==> config.mk <==
export PLATFORM = sky130hd
export DESIGN_NAME = addr_decode_mr
export DESIGN_NICKNAME = d
export VERILOG_FILES = /design/src/rtl/addr_map_pkg.sv /design/src/rtl/addr_region_match.sv /design/src/rtl/addr_decode_mr.sv
export SDC_FILE = /design/constraint.sdc
export NUM_CORES = 1
export LEC_CHECK = 0
export BUFFER_PORTS_ARGS = -buffer_cell sky130_fd_sc_hd__buf_2
export CAP_MARGIN = 25
export CORE_ASPECT_RATIO = 1.25
export CORE_MARGIN = 10
export CORE_UTILIZATION = 35
export DETAILED_ROUTE_END_ITERATION = 7
export GPL_TIMING_DRIVEN = 0
export SLEW_MARGIN = 5
export SYNTH_ARGS = -nofsm -noshare
export SYNTH_HDL_FRONTEND = slang
export SYNTH_SLANG_ARGS = --single-unit
==> constraint.sdc <==
create_clock -name clk -period 1.6 [get_ports clk]
set_input_delay 0.32 -clock clk [delete_from_list [all_inputs] [get_ports clk]]
set_output_delay 0.32 -clock clk [all_outputs]
set_load 0.02 [all_outputs]
==> src/rtl/addr_map_pkg.sv <==
// Default address map of the RISC core memory bus, shared by the decoder and its users.
// Region windows are inclusive [base, limit]; region 0 sits in the LSBs of the packed vectors.
package addr_map_pkg;

    localparam int MAP_ADDR_W = 32;
    localparam int MAP_NREG   = 4;

    localparam int REG_DATA = 0;
    localparam int REG_PROG = 1;
    localparam int REG_IO   = 2;
    localparam int REG_EXT  = 3;

    localparam logic [MAP_ADDR_W-1:0] DATA_BASE  = 32'h0000_0000;
    localparam logic [MAP_ADDR_W-1:0] DATA_LIMIT = 32'h0000_040F;
    localparam logic [MAP_ADDR_W-1:0] PROG_BASE  = 32'h0000_0410;
    localparam logic [MAP_ADDR_W-1:0] PROG_LIMIT = 32'h0000_080F;
    localparam logic [MAP_ADDR_W-1:0] IO_BASE    = 32'h0000_0810;
    localparam logic [MAP_ADDR_W-1:0] IO_LIMIT   = 32'h0000_0FFF;
    localparam logic [MAP_ADDR_W-1:0] EXT_BASE   = 32'h0000_1000;
    localparam logic [MAP_ADDR_W-1:0] EXT_LIMIT  = 32'h0000_1FFF;

    localparam logic [MAP_NREG*MAP_ADDR_W-1:0] DEF_REG_BASE =
        {EXT_BASE, IO_BASE, PROG_BASE, DATA_BASE};
    localparam logic [MAP_NREG*MAP_ADDR_W-1:0] DEF_REG_LIMIT =
        {EXT_LIMIT, IO_LIMIT, PROG_LIMIT, DATA_LIMIT};

endpackage

==> src/rtl/addr_region_match.sv <==
// Single-window comparator: hit when base <= addr <= limit (unsigned), plus the window offset.
// A window with base > limit can never hit, which is how a region is disabled.
module addr_region_match #(
    parameter int ADDR_W = 32
) (
    input  logic [ADDR_W-1:0] addr,
    input  logic [ADDR_W-1:0] base,
    input  logic [ADDR_W-1:0] limit,
    output logic              hit,
    output logic [ADDR_W-1:0] offset
);

    assign hit    = (addr >= base) && (addr <= limit);
    // Only meaningful when hit; the top level ignores it otherwise.
    assign offset = addr - base;

endmodule

==> src/rtl/addr_decode_mr.sv <==
// Multi-region pipelined address decoder: lowest-index window wins, result registered one
// cycle after accept, with sticky first-fault address and saturating fault counter.
module addr_decode_mr
    import addr_map_pkg::*;
#(
    parameter int                        ADDR_W    = 32,
    parameter int                        NREG      = 4,
    parameter logic [NREG*ADDR_W-1:0]    REG_BASE  = DEF_REG_BASE,
    parameter logic [NREG*ADDR_W-1:0]    REG_LIMIT = DEF_REG_LIMIT,
    parameter int                        CNT_W     = 8,
    localparam int                       RGN_W     = (NREG > 1) ? $clog2(NREG) : 1
) (
    input  logic              clk,
    input  logic              rst_n,
    input  logic              req_valid,
    output logic              req_ready,
    input  logic [ADDR_W-1:0] req_addr,
    output logic              rsp_valid,
    input  logic              rsp_ready,
    output logic [NREG-1:0]   rsp_cs,
    output logic [RGN_W-1:0]  rsp_region,
    output logic [ADDR_W-1:0] rsp_offset,
    output logic              rsp_fault,
    input  logic              fault_clr,
    output logic              fault_sticky,
    output logic [ADDR_W-1:0] fault_addr,
    output logic [CNT_W-1:0]  fault_cnt
);

    logic [NREG-1:0]   hit;
    logic [ADDR_W-1:0] off [NREG];

    for (genvar g = 0; g < NREG; g++) begin : g_match
        addr_region_match #(.ADDR_W(ADDR_W)) u_match (
            .addr   (req_addr),
            .base   (REG_BASE[g*ADDR_W +: ADDR_W]),
            .limit  (REG_LIMIT[g*ADDR_W +: ADDR_W]),
            .hit    (hit[g]),
            .offset (off[g])
        );
    end

    logic              win_hit;
    logic [RGN_W-1:0]  win_idx;
    logic [NREG-1:0]   win_cs;
    logic [ADDR_W-1:0] win_off;

    // Scan from the top down so the lowest matching index is the one left standing.
    always_comb begin
        win_hit = 1'b0;
        win_idx = '0;
        win_cs  = '0;
        win_off = '0;
        for (int r = NREG - 1; r >= 0; r--) begin
            if (hit[r]) begin
                win_hit    = 1'b1;
                win_idx    = RGN_W'(r);
                win_cs     = '0;
                win_cs[r]  = 1'b1;
                win_off    = off[r];
            end
        end
    end

    // Handshake: a transfer happens on a rising edge where valid && ready. The decoder
    // accepts whenever its output slot is empty or being drained this cycle, so req_ready
    // depends only on the output side and never on req_*.
    logic accept;
    logic fault_acc;

    assign req_ready = !rsp_valid || rsp_ready;
    assign accept    = req_valid && req_ready;
    assign fault_acc = accept && !win_hit;

    logic              valid_q, valid_d;
    logic [NREG-1:0]   cs_q, cs_d;
    logic [RGN_W-1:0]  region_q, region_d;
    logic [ADDR_W-1:0] offset_q, offset_d;
    logic              fault_q, fault_d;
    logic              sticky_q, sticky_d;
    logic [ADDR_W-1:0] faddr_q, faddr_d;
    logic [CNT_W-1:0]  cnt_q, cnt_d;

    always_comb begin
        valid_d  = valid_q;
        cs_d     = cs_q;
        region_d = region_q;
        offset_d = offset_q;
        fault_d  = fault_q;
        sticky_d = sticky_q;
        faddr_d  = faddr_q;
        cnt_d    = cnt_q;

        if (accept) begin
            valid_d  = 1'b1;
            cs_d     = win_cs;
            region_d = win_idx;
            offset_d = win_off;
            fault_d  = !win_hit;
        end else if (rsp_ready) begin
            valid_d  = 1'b0;
        end

        if (fault_clr) begin
            sticky_d = 1'b0;
        end
        // A fault arriving with a clear counts as the first fault of the new epoch.
        if (fault_acc) begin
            sticky_d = 1'b1;
            if (!sticky_q || fault_clr) begin
                faddr_d = req_addr;
            end
            if (cnt_q != {CNT_W{1'b1}}) begin
                cnt_d = cnt_q + 1'b1;
            end
        end
    end

    always_ff @(posedge clk or negedge rst_n) begin
        if (!rst_n) begin
            valid_q  <= 1'b0;
            cs_q     <= '0;
            region_q <= '0;
            offset_q <= '0;
            fault_q  <= 1'b0;
            sticky_q <= 1'b0;
            faddr_q  <= '0;
            cnt_q    <= '0;
        end else begin
            valid_q  <= valid_d;
            cs_q     <= cs_d;
            region_q <= region_d;
            offset_q <= offset_d;
            fault_q  <= fault_d;
            sticky_q <= sticky_d;
            faddr_q  <= faddr_d;
            cnt_q    <= cnt_d;
        end
    end

    assign rsp_valid    = valid_q;
    assign rsp_cs       = cs_q;
    assign rsp_region   = region_q;
    assign rsp_offset   = offset_q;
    assign rsp_fault    = fault_q;
    assign fault_sticky = sticky_q;
    assign fault_addr   = faddr_q;
    assign fault_cnt    = cnt_q;

endmodule
Word-level counts from Yosys, hierarchy flattened:

Index checks and enable logic that the tools add are counted.

* add/subtract/negate cells: 4
* order comparisons: 8
* equality and inequality tests: 1
* multiplexer cells: 20
* reduce and logical (&&, ||, !) cells: 15

Operators by type and width (number)
* two-way mux 32 bit: 4
* <= comparator 32 x 12 -> 1 bit, second input constant: 2
* greater-or-equal comparator 32 x 1 -> 1 bit, second input constant: 1
* greater-or-equal comparator 32 x 11 -> 1 bit, second input constant: 1
* greater-or-equal comparator 32 x 12 -> 1 bit, second input constant: 1
* greater-or-equal comparator 32 x 13 -> 1 bit, second input constant: 1
* <= comparator 32 x 11 -> 1 bit, second input constant: 1
* <= comparator 32 x 13 -> 1 bit, second input constant: 1
* subtractor 32 x 11 -> 32 bit, second input constant: 1
* subtractor 32 x 12 -> 32 bit, second input constant: 1
* subtractor 32 x 13 -> 32 bit, second input constant: 1
* two-way mux 4 bit: 4
* adder 8 x 1 -> 8 bit, second input constant: 1
* two-way mux 1 bit: 8
* two-way mux 2 bit: 4
* != test 8 bit, second input constant: 1
* logical AND 1 bit: 6
* AND reduction 2 bit: 2
* nonzero test 2 bit: 2
* zero test 1 bit: 3
* logical OR 1 bit: 2

* register bits after elaboration: 81
* input port bits: 37
* output and inout bits: 82
* word-level logic and storage cells: 56

Logic depth before layout (Yosys ltp):

* depth in word-level cells: 9
* gate-level depth with buffers: 12

Modules after synthesis:

From an unflattened synthesis, not the netlist that was laid out.

* cells, all modules: 2038
* area total of the unflattened synthesis: 15252.1 um^2

Modules (own cells, without submodules)
* addr_region_match (g_match[1].u_match ...): instances 2, cells each 413, area an instance 2780.2 um^2, sequential area each 0.0 um^2
* addr_decode_mr: instances 1, cells each 393, area an instance 4144.0 um^2, sequential area each 2026.9 um^2
* addr_region_match (g_match[0].u_match): instances 1, cells each 411, area an instance 2813.9 um^2, sequential area each 0.0 um^2
* addr_region_match (g_match[3].u_match): instances 1, cells each 408, area an instance 2733.9 um^2, sequential area each 0.0 um^2

Worst setup path after synthesis:

Ideal clock, no wire load.

* kind: input-to-reg
* start point: input port req_addr[6]
* end point: register faddr_q[0] (netlist: fault_addr[0])
* arrival: 2.561 ns
* data required time: 1.475 ns
* setup slack: -1.086 ns
* cell stages on the path: 10
* buffers on the path: 3
* cell sequence: buf_6 > or4_4 > o31a_1 > a311oi_2 > o21ba_2 > nand4_1 > nand2b_1 > buf_6 > buf_6 > mux2_4

* word-level cells in the longest chain between the ends: 9
* elaborated cells on any way between the ends: 19
* those cells by class: 8 x order compare; 4 x mux; 7 x reduce/logical

Ends and longest elaborated chain
* start, declared: RTL line addr_decode_mr.sv:17 `input logic [ADDR_W-1:0] req_addr,`
* greater-or-equal comparator 32 x 13 -> 1 bit or <= comparator 32 x 13 -> 1 bit (tied branches): RTL line addr_region_match.sv:13 `assign hit = (addr >= base) && (addr <= limit);`
* logical AND 1 bit: RTL line addr_region_match.sv:13
* two-way mux 1 bit (3 in a row): RTL line addr_decode_mr.sv:55 `if (hit[r]) begin`
* two-way mux 1 bit (*): RTL line addr_decode_mr.sv:55
* zero test 1 bit (*): RTL line addr_decode_mr.sv:73 `assign fault_acc = accept && !win_hit;`
* logical AND 1 bit (*): RTL line addr_decode_mr.sv:73
* AND reduction 2 bit (no line) (*)
* end signal, assigned: RTL line addr_decode_mr.sv:136 `faddr_q <= faddr_d;`
* end, declared: RTL line addr_decode_mr.sv:81 `logic [ADDR_W-1:0] faddr_q, faddr_d;`

Mark *: on every way between the ends. The rest lies on a longest branch, timed or not.
A chain may end at the register's enable or synchronous reset.

Worst setup path after layout:

* start point: input port req_addr[9]
* end point: register faddr_q[22] (netlist: fault_addr[22])

Same word-level chain as after synthesis.

==> results.ini <==
[run_status]
outcome=finished, violations left
violations=negative setup slack

[finish]
nNetsFinal=543
insertedDiodeCount=0
drive_gt1_share_pct=50.7
fillers=976
multi_input_area_um2=2060
fin_area_um2=5710
register_area_um2=2030
fin_cells=638
syn_to_final_growth_pct=45.4

[worst_setup_path]
end_kind=flop
cp_num_buf_inv=3
crit_family=simple AND/OR/NAND/NOR gates
arrival_ns=2.74
start_kind=input pin
slowest_stage=or4_4
ff2ff_path_depth=7
crit_fanout=5
critPathRequiredTime_ns=1.81
criticalPathCategory=in -> reg
critPathMaxStageDelay_ns=0.57
cp_cell_sequence=buf_8, or4_4, o31a_1, nand2b_4, a221o_1, nand4_1, nand2b_4, buf_6, buf_12, mux2_4
critical_path_depth=10
cpMostUsedCell=nand2b_4

[synthesis]
synth_area_um2=3920
synth_edf_count=0
syn_inst=340
yosysSeqAreaShare_pct=51.7
synth_nets=385
ys_warn_count=0
synth_cell_types=53
ys_seq_elements=81
syn_avg_cell_area_um2=11.5
synth-async-reset-ratio_pct=100
synth_flop_cell=dfrtp_1

[timing]
fmax_mhz=396
finalHoldViolations=0
layout_setup_ws_ns=-0.928
setup_tns_ns=-58.02
clock_skew_ns=0.00635
min_period_ns=2.53
drv_slew=0
tightest_slew_ns=0.652
grt_setup_unrepaired=yes
setup_viol=71
finalCritPeriodShare_pct=158
slew_headroom_pct=56.1

[floorplan]
die_width_um=115
num_rows=43
die_y_um=138
floorplan.io_pins=119
dieArea_um2=15900
initial_core_util_pct=35.6
core_area_um2=11000

[cts]
cts_made_buffers=9
clockBufferDepth=2
path_clk_slew_ns=0.07
htreeDepth=3
cts-root-buf=clkbuf_16
cts.sinks=81
cts_tree=built
clk_latency_ns=0.33

[global_route]
gr-total-overflow=0
grt_pass1_vias=3415
grt_max_degree=45
antenna_found_initial=0
grt_first_pass_wirelength_mm=18.1
track_usage_pct=14.1

[routing]
drcViolationCount=0
via_per_inst=5.14
drt-pass1-iter-count=4
routed_wirelength_mm=11.7
vias=3282
postRouteAntennaNets=0
wire_per_inst_um=18.4
drt-initial-drc-count=211

[place]
dp_cells=590
dpl.hpwl_mm=8.30
port_buffers=114
routabilityCongestion=0.842
place_area_um2=4770

[power]
p_per_area_nw_per_um2=1150
vdd_drop_max_uv=573
p_total_w=0.00654
p_leak_nw=2.89

[worst_hold_path]
hold-path-cell-count=2
hp-class=in -> reg

[flow_run]
max-cap-violations=0

## cell usage in the layout (no fill, tap or decap), types with 7 or more instances in the layout
master and instances:
buf_2 112, dfrtp_1 81, mux2_4 33, nand2_1 29
nor2_1 24, buf_6 17, buf_4 16, and2_1 10
a21o_1 10, clkbuf_16 9, o21ai_0 7, nand4_1 7
## path summary, 6_finish.rpt
kind	startpoint	endpoint	slack [ns]
hold reg to reg	rsp_offset[27]	rsp_offset[27]	0.47
setup / recovery	req_addr[9]	fault_addr[22]	-0.93
setup reg to reg	fault_cnt[0]	fault_cnt[7]	-0.41
min in group asynchronous	rst_n	fault_cnt[6]	0.48
max in group asynchronous	rst_n	rsp_offset[5]	0.52
hold / removal	req_valid	rsp_valid	0.20
## power breakdown
part           total, W  switching (W)  internal, W
Sequential      0.00257       0.000222      0.00234
Clock           0.00223       0.000848      0.00138
Combinational   0.00174       0.000996     0.000744
Total           0.00654        0.00207      0.00447
## registers in the layout, summed over array words and instances, names as in the netlist
| name | flops |
|---|---|
| fault_cnt | 8 |
| rsp_region | 2 |
| rsp_offset | 32 |
| rsp_fault | 1 |
| rsp_cs | 4 |
| fault_addr | 32 |
| rsp_valid | 1 |
| fault_sticky | 1 |
## layout make-up
| cell class | count | area share, % |
|---|---|---|
| buffer | 15 | 2.39 |
| clock buffer | 9 | 3.95 |
| clock inverter | 7 | 1.78 |
| inverter | 7 | 0.461 |
| multi-input combinational | 235 | 36.1 |
| sequential | 81 | 35.5 |
| tap | 135 | 2.96 |
| timing repair buffer | 149 | 16.9 |
## worst reg2reg max path, delay by kind of cell, from the launching register on
kind,cells,cell delay (ns)
xor gates and xnor gates,1,0.17
adders and majority gates,1,0.26
DFF,1,0.44
and+or+nand+nor,5,1.06
## repair_timing
item / CTS / global route
setup buffers: 17 / 15
hold buffers: 1 / 0
gates resized for setup: 41 / 47
hold endpoints to repair: 37 / 0
endpoints found under the setup margin: 71 / 71
cloned: 3 / 0
pin swaps: 14 / 18
## Yosys cell counts (2+ instances only)
cell / count / area [µm²]
a211oi_1: 4 / 30.0
a21o_1: 10 / 75.1
a21oi_1: 8 / 40.0
a22o_1: 5 / 43.8
and2_1: 11 / 68.8
and3_1: 2 / 12.5
and4_1: 3 / 26.3
buf_2: 3 / 15.0
buf_6: 5 / 56.3
clkbuf_1: 8 / 30.0
dfrtp_1: 81 / 2030
ha_1: 8 / 100
inv_1: 7 / 26.3
mux2_2: 3 / 33.8
mux2_4: 30 / 450
nand2_1: 33 / 124
nand2b_1: 5 / 31.3
nand3_1: 6 / 30.0
nand4_1: 7 / 43.8
nor2_1: 29 / 109
nor2b_1: 2 / 12.5
nor3_1: 8 / 40.0
nor4_1: 8 / 50.1
o21a_1: 3 / 22.5
o21ai_0: 11 / 55.1
o221a_2: 2 / 22.5
o311a_1: 2 / 20.0
o31ai_1: 2 / 15.0
o41ai_1: 3 / 26.3
or2_2: 2 / 12.5
xnor2_1: 2 / 17.5
xor2_1: 6 / 52.6
## through the flow
| stage | setup slack, ns | hold WS [ns] | utilization, % |
|---|---|---|---|
| 4_1_cts | -0.866 | 0.187 | 49.6 |
| 6_report | -0.928 | 0.203 | 51.7 |
| 3_3_place_gp | -1.40 | 0.457 | 43.0 |
| 5_1_grt | -0.962 | 0.186 | 51.7 |
| 2_1_floorplan | -0.989 | 0.0244 | - |
| 3_5_place_dp | -1.43 | 0.321 | 43.2 |
## cell families (layout without fill, tap and decap cells)
| kind of cell | Yosys count | count (layout) | synth area share (%) |
|---|---|---|---|
| AO/OA/AOI/OAI | 64 | 64 | 12.6 |
| AND/OR/NAND/NOR | 121 | 121 | 15.4 |
| multiplexers | 34 | 34 | 12.6 |
| flip-flops | 81 | 81 | 51.7 |
| XOR/XNOR | 8 | 8 | 1.79 |
| adder cells (fa/ha/maj) | 8 | 8 | 2.55 |
| buffers and inverters | 24 | 187 | 3.35 |
## metal layers
layer	track usage, %	vias to the layer above	share of wire (%)
li1	-	1543	-
met1	16.7	1631	41
met2	23.9	96	52
met3	3.29	12	5.5
met4	5.42	0	1.7
met5	0	-	0
Power figures use the tool's default switching activity.
